<file path="config.mk">
export PLATFORM = sky130hd
export DESIGN_NAME = serial_subtractor
export DESIGN_NICKNAME = d
export VERILOG_FILES = /design/src/rtl/serial_subtractor_pkg.sv /design/src/rtl/serial_subtractor_digit_sub.sv /design/src/rtl/serial_subtractor.sv
export SDC_FILE = /design/constraint.sdc
export NUM_CORES = 1
export LEC_CHECK = 0
export CELL_PAD_IN_SITES_DETAIL_PLACEMENT = 1
export CELL_PAD_IN_SITES_GLOBAL_PLACEMENT = 1
export CORE_MARGIN = 3
export CORE_UTILIZATION = 42
export DETAILED_ROUTE_END_ITERATION = 8
export GPL_TIMING_DRIVEN = 0
export PLACE_DENSITY_LB_ADDON = 0.1
export SYNTH_ARGS = -nofsm -noshare
export SYNTH_HDL_FRONTEND = slang
export SYNTH_SLANG_ARGS = --single-unit
</file>
<file path="constraint.sdc">
create_clock -name clk -period 5.3 [get_ports clk]
set_input_delay 0.795 -clock clk [delete_from_list [all_inputs] [get_ports clk]]
set_output_delay 0.795 -clock clk [all_outputs]
set_load 0.1 [all_outputs]
</file>
<file path="src/rtl/serial_subtractor_pkg.sv">
// Shared types and elaboration helpers for the digit-serial subtractor.
// Latency: n/a (declarations only).
// Backpressure: n/a (declarations only).
package serial_subtractor_pkg;

    // Control FSM states.
    typedef enum logic [1:0] {
        IDLE = 2'd0,
        RUN  = 2'd1,
        DONE = 2'd2
    } state_e;

    // Number of digits needed to cover one operand.
    function automatic int calc_ndig(input int width, input int digit);
        return width / digit;
    endfunction

    // Digit counter width. One spare code so the counter can hold NDIG.
    function automatic int calc_cnt_w(input int width, input int digit);
        return $clog2(calc_ndig(width, digit) + 1);
    endfunction

endpackage

</file>
<file path="src/rtl/serial_subtractor_digit_sub.sv">
// Combinational DIGIT-wide ripple-borrow slice built from full-subtractor bits.
// Latency: 0 cycles (pure combinational).
// Backpressure: none (no handshake).
//
// Ports:
//   x, y   : DIGIT-bit minuend / subtrahend digits
//   bi     : borrow into the slice LSB
//   d      : DIGIT-bit difference digit
//   bo     : borrow out of the slice MSB
//   b_msb  : borrow into the slice MSB (used for signed overflow)
module digit_sub #(
    parameter int DIGIT = 4
) (
    input  logic [DIGIT-1:0] x,
    input  logic [DIGIT-1:0] y,
    input  logic             bi,
    output logic [DIGIT-1:0] d,
    output logic             bo,
    output logic             b_msb
);

    // chain[i] is the borrow into bit i; chain[DIGIT] is the borrow out.
    logic [DIGIT:0] chain;

    always_comb begin
        chain    = '0;
        d        = '0;
        chain[0] = bi;
        for (int i = 0; i < DIGIT; i++) begin
            d[i]       = x[i] ^ y[i] ^ chain[i];
            chain[i+1] = (~x[i] & y[i]) | (~(x[i] ^ y[i]) & chain[i]);
        end
    end

    assign bo    = chain[DIGIT];
    assign b_msb = chain[DIGIT-1];

endmodule

</file>
<file path="src/rtl/serial_subtractor.sv">
// Digit-serial A - B - Bin over WIDTH bits, DIGIT bits per clock, borrow held in a flop.
// Latency: out_valid rises WIDTH/DIGIT cycles after the accepting edge; one result per NDIG+2 cycles.
// Backpressure: in_ready only in IDLE; results held stable in DONE until out_ready.
//
// Ports:
//   clk, rst_n            : clock, async active-low reset
//   in_valid / in_ready   : operand handshake (a, b, bin)
//   out_valid / out_ready : result handshake (diff, bout, ovf, zero)
//   diff : (a - b - bin) mod 2^WIDTH     bout : unsigned borrow out
//   ovf  : signed overflow               zero : diff == 0
module serial_subtractor
    import serial_subtractor_pkg::*;
#(
    parameter int WIDTH = 16,
    parameter int DIGIT = 4
) (
    input  logic             clk,
    input  logic             rst_n,
    input  logic             in_valid,
    output logic             in_ready,
    input  logic [WIDTH-1:0] a,
    input  logic [WIDTH-1:0] b,
    input  logic             bin,
    output logic             out_valid,
    input  logic             out_ready,
    output logic [WIDTH-1:0] diff,
    output logic             bout,
    output logic             ovf,
    output logic             zero
);

    if (DIGIT < 1 || DIGIT > WIDTH || (WIDTH % DIGIT) != 0) begin : g_bad_cfg
        $error("serial_subtractor: DIGIT must divide WIDTH and satisfy 1 <= DIGIT <= WIDTH");
    end

    localparam int                NDIG     = calc_ndig(WIDTH, DIGIT);
    localparam int                CNT_W    = calc_cnt_w(WIDTH, DIGIT);
    localparam logic [CNT_W-1:0]  LAST_CNT = CNT_W'(NDIG - 1);

    state_e             state_q, state_d;
    logic [WIDTH-1:0]   a_q, a_d;
    logic [WIDTH-1:0]   b_q, b_d;
    logic [WIDTH-1:0]   res_q, res_d;
    logic [CNT_W-1:0]   cnt_q, cnt_d;
    logic               borrow_q, borrow_d;
    logic               bout_q, bout_d;
    logic               ovf_q, ovf_d;
    logic               zero_q, zero_d;

    logic [DIGIT-1:0]   slice_d;
    logic               slice_bo;
    logic               slice_bmsb;
    logic [WIDTH-1:0]   res_shift;

    digit_sub #(.DIGIT(DIGIT)) u_digit_sub (
        .x     (a_q[DIGIT-1:0]),
        .y     (b_q[DIGIT-1:0]),
        .bi    (borrow_q),
        .d     (slice_d),
        .bo    (slice_bo),
        .b_msb (slice_bmsb)
    );

    always_comb begin
        state_d   = state_q;
        a_d       = a_q;
        b_d       = b_q;
        res_d     = res_q;
        cnt_d     = cnt_q;
        borrow_d  = borrow_q;
        bout_d    = bout_q;
        ovf_d     = ovf_q;
        zero_d    = zero_q;
        in_ready  = 1'b0;
        out_valid = 1'b0;

        // New digit enters at the top; after NDIG shifts the LSB digit sits at bit 0.
        res_shift = (res_q >> DIGIT) | (WIDTH'(slice_d) << (WIDTH - DIGIT));

        unique case (state_q)
            IDLE: begin
                in_ready = 1'b1;
                if (in_valid) begin
                    a_d      = a;
                    b_d      = b;
                    borrow_d = bin;
                    cnt_d    = '0;
                    state_d  = RUN;
                end
            end
            RUN: begin
                a_d      = a_q >> DIGIT;
                b_d      = b_q >> DIGIT;
                res_d    = res_shift;
                borrow_d = slice_bo;
                cnt_d    = cnt_q + 1'b1;
                if (cnt_q == LAST_CNT) begin
                    // Last digit: the slice holds the operand MSB, so its
                    // internal borrow-into-MSB gives the signed overflow.
                    bout_d  = slice_bo;
                    ovf_d   = slice_bmsb ^ slice_bo;
                    zero_d  = (res_shift == '0);
                    state_d = DONE;
                end
            end
            DONE: begin
                out_valid = 1'b1;
                if (out_ready) begin
                    state_d = IDLE;
                end
            end
            default: begin
                state_d = IDLE;
            end
        endcase
    end

    always_ff @(posedge clk or negedge rst_n) begin
        if (!rst_n) begin
            state_q  <= IDLE;
            a_q      <= '0;
            b_q      <= '0;
            res_q    <= '0;
            cnt_q    <= '0;
            borrow_q <= 1'b0;
            bout_q   <= 1'b0;
            ovf_q    <= 1'b0;
            zero_q   <= 1'b0;
        end else begin
            state_q  <= state_d;
            a_q      <= a_d;
            b_q      <= b_d;
            res_q    <= res_d;
            cnt_q    <= cnt_d;
            borrow_q <= borrow_d;
            bout_q   <= bout_d;
            ovf_q    <= ovf_d;
            zero_q   <= zero_d;
        end
    end

    // The result register is only rewritten during RUN, so it doubles as diff.
    assign diff = res_q;
    assign bout = bout_q;
    assign ovf  = ovf_q;
    assign zero = zero_q;

endmodule

</file>
==> results.json <==
{
  "mostFrequentLayoutCell": "nand2_1",
  "synth.distinct_cells": 29,
  "wl_met3_um": 299,
  "vdd.ir_drop.worst_uv": 557,
  "crit_path_end": "in_ready",
  "track_usage": 0.199,
  "rows": 29,
  "place_area_mm2": 0.00347,
  "syn_avg_cell_area_um2": 10.1,
  "p_seq_frac": 0.285,
  "wl_met2_um": 3370,
  "regToRegSetupSlack_ns": 2.70,
  "ys.warnings.count": 0,
  "rsz0062_at_grt": "false",
  "crit_slowest_cell": "clkdlybuf4s50_1",
  "numCtsBuffers": 9,
  "portBuffers": 57,
  "grt_max_degree": 30,
  "dp_hpwl_um": 4940,
  "cp-start-kind": "flip-flop",
  "antenna_found_initial": 0,
  "sw_frac_of_total": 0.481,
  "path_cells": "buf_6, clkbuf_1, nor2_1, clkdlybuf4s50_1",
  "status": "finished clean",
  "powerDensity_mw_per_mm2": 723,
  "reg2regPathDepth": 10,
  "setup_violations": 0,
  "area_growth_pct": 31.9,
  "cts_setup_buffers": 0,
  "netlist_area_mm2": 0.00279,
  "cpPeakStageDelay_ns": 1.14,
  "hold_depth": 2,
  "p_leak_nw": 1.70,
  "cts_tree": "built",
  "slew_headroom": 0.350,
  "highest_layer": "met4",
  "clock_skew_ns": 0.00623,
  "drive_gt1_frac": 0.183,
  "fp.dieArea_mm2": 0.00765,
  "cts_sinks": 57,
  "ant_nets": 0,
  "n_antenna_cell": 0,
  "internal_power_mw": 1.38,
  "fillers": 723,
  "path_max_fanout": 10,
  "fin_crit_ns": 3.20,
  "pre_cts_ws_ns": 2.42,
  "combinationalPowerShare": 0.555,
  "fin_crit_sh": 0.604,
  "gp_congestion": 0.774,
  "final_cells": 427,
  "min_path_type": "reg -> reg",
  "tns_ns": 0,
  "wl_per_cell_um": 16.0,
  "first_global_vias": 2289,
  "clk_latency_ns": 0.33,
  "cts_resized": 0,
  "layout_common_cells": "71 x nand2_1, 57 x dfrtp_1, 56 x clkdlybuf4s50_1, 33 x o21ai_0, 24 x a22oi_1",
  "worst_slack_ns": 2.10,
  "rr_endpoint": "zero",
  "ys_seq_elements": 57,
  "slew_violations": 0,
  "crit_required_ns": 4.51,
  "synth_nets": 319,
  "dr_total_vias": 2218,
  "tightestPinTransition_ns": 0.972,
  "endpoint_kind": "output port",
  "critPathLaunch": "state_q[0]",
  "worstReg2RegStart": "b_q[0]",
  "wl_met1_um": 3060,
  "holdWs_ns": 0.479,
  "die_h_um": 87.5,
  "max_freq_ghz": 0.313,
  "grt-ovfl-total": 0,
  "clk_pin_slew_worst_paths_ns": 0.06,
  "wirelength_um": 6820,
  "die_w_um": 87.5,
  "cts_root_buf": "clkbuf_8",
  "clockBufferDepth": 2,
  "coreArea_mm2": 0.00639,
  "drc": 0,
  "max_cap_viol_count": 0,
  "grt_pass1_wl_um": 11600,
  "final-hold-violation-count": 0,
  "first_pass_iters": 4,
  "ys_seq_area_frac": 0.511,
  "final_cell_area_mm2": 0.00368,
  "dr.first_iter.drc_count": 73,
  "clockPowerShare": 0.160,
  "p_sw_mw": 1.28,
  "cts_hold_buf": 0,
  "synthCells": 276,
  "io_pins": 58,
  "critPathKind": "reg -> out",
  "finalNetCount": 388,
  "initial_core_util": 0.437,
  "placed_cells": 411,
  "arrival_ns": 2.40,
  "via_per_inst": 5.19,
  "htreeDepth": 3
}
critical path: cells and delay by family (launching register included):
family | cells | cell delay (ns)
flops | 1 | 0.37
simple gates | 1 | 0.15
buf+inv | 3 | 1.54
routing by layer:
layer,up-vias,track usage
li1,1064,-
met4,0,0.0893
met5,-,0
met1,1089,0.267
met3,10,0.0360
met2,55,0.314
kinds of logic after synthesis:
| logic type | after synthesis | share of synthesized area |
|---|---|---|
| compound gates | 78 | 0.181 |
| flops | 57 | 0.511 |
| fa+ha+maj | 6 | 0.0377 |
| simple gates | 94 | 0.170 |
| buf+inv | 40 | 0.0974 |
| xor+xnor | 1 | 0.00314 |
power groups by stage:
| stage | combinational, mW | sequential (mW) | clock, mW |
|---|---|---|---|
| detailed placement | 1.50 | 0.765 | 0 |
| global route | 1.61 | 0.784 | 0.457 |
| CTS | 1.50 | 0.759 | 0.437 |
| floorplan | 1.02 | 0.860 | 0 |
| global placement | 1.46 | 0.759 | 0 |
| finish | 1.48 | 0.757 | 0.426 |
metrics by stage:
| stage | utilization | total power [mW] |
|---|---|---|
| after global routing | 0.576 | 2.85 |
| final | 0.576 | 2.66 |
| after detailed placement | 0.543 | 2.26 |
| after CTS | 0.576 | 2.70 |
| after floorplan | - | 1.88 |
| after global placement | 0.541 | 2.22 |
layout make-up:
type | instances | area (um2) | area share
tap | 77 | 96.3 | 0.0262
clock inverter | 2 | 35.0 | 0.00952
clock buffer | 14 | 173 | 0.0469
timing repair buffer | 58 | 586 | 0.159
buffer | 30 | 234 | 0.0636
sequential | 57 | 1430 | 0.388
multi-input combinational | 179 | 1090 | 0.297
inverter | 10 | 37.5 | 0.0102
sequential cells by signal, summed over array words and instances, names as in the netlist:
signal and cells:
a_q 16, b_q 16, diff 16, cnt_q 3, state_q 2, borrow_q 1
bout 1, ovf 1, zero 1
worst min-delay path by stage:
stage,start,endpoint
after global routing,cnt_q[2],cnt_q[2]
after detailed placement,diff[0],diff[0]
final,diff[0],diff[0]
after floorplan,a_q[1],a_q[1]
after global placement,diff[3],diff[3]
after CTS,b_q[8],b_q[8]
synthesized netlist by cell type:
library cell / number / area share
nand2_1: 71 / 0.096
ha_1: 2 / 0.0090
nor2_1: 2 / 0.0027
a22o_1: 1 / 0.0031
clkbuf_1: 3 / 0.0040
dfrtp_1: 57 / 0.51
o21ai_1: 1 / 0.0018
buf_4: 15 / 0.040
buf_2: 3 / 0.0054
xor2_1: 1 / 0.0031
a22oi_1: 24 / 0.065
a22o_2: 5 / 0.018
a2bb2oi_1: 1 / 0.0031
inv_1: 10 / 0.013
nor2b_1: 1 / 0.0022
o21ai_0: 33 / 0.059
fa_1: 4 / 0.029
nand2b_1: 2 / 0.0045
clkbuf_2: 1 / 0.0018
and2b_2: 8 / 0.025
nor2b_4: 4 / 0.020
a21oi_1: 10 / 0.018
nor4_1: 3 / 0.0067
nand4_1: 1 / 0.0022
nand3b_4: 1 / 0.0072
buf_6: 8 / 0.032
o21bai_4: 1 / 0.0067
nor4bb_1: 1 / 0.0036
o21ai_2: 2 / 0.0063
Note: power is estimated with default switching activity, not from simulation.
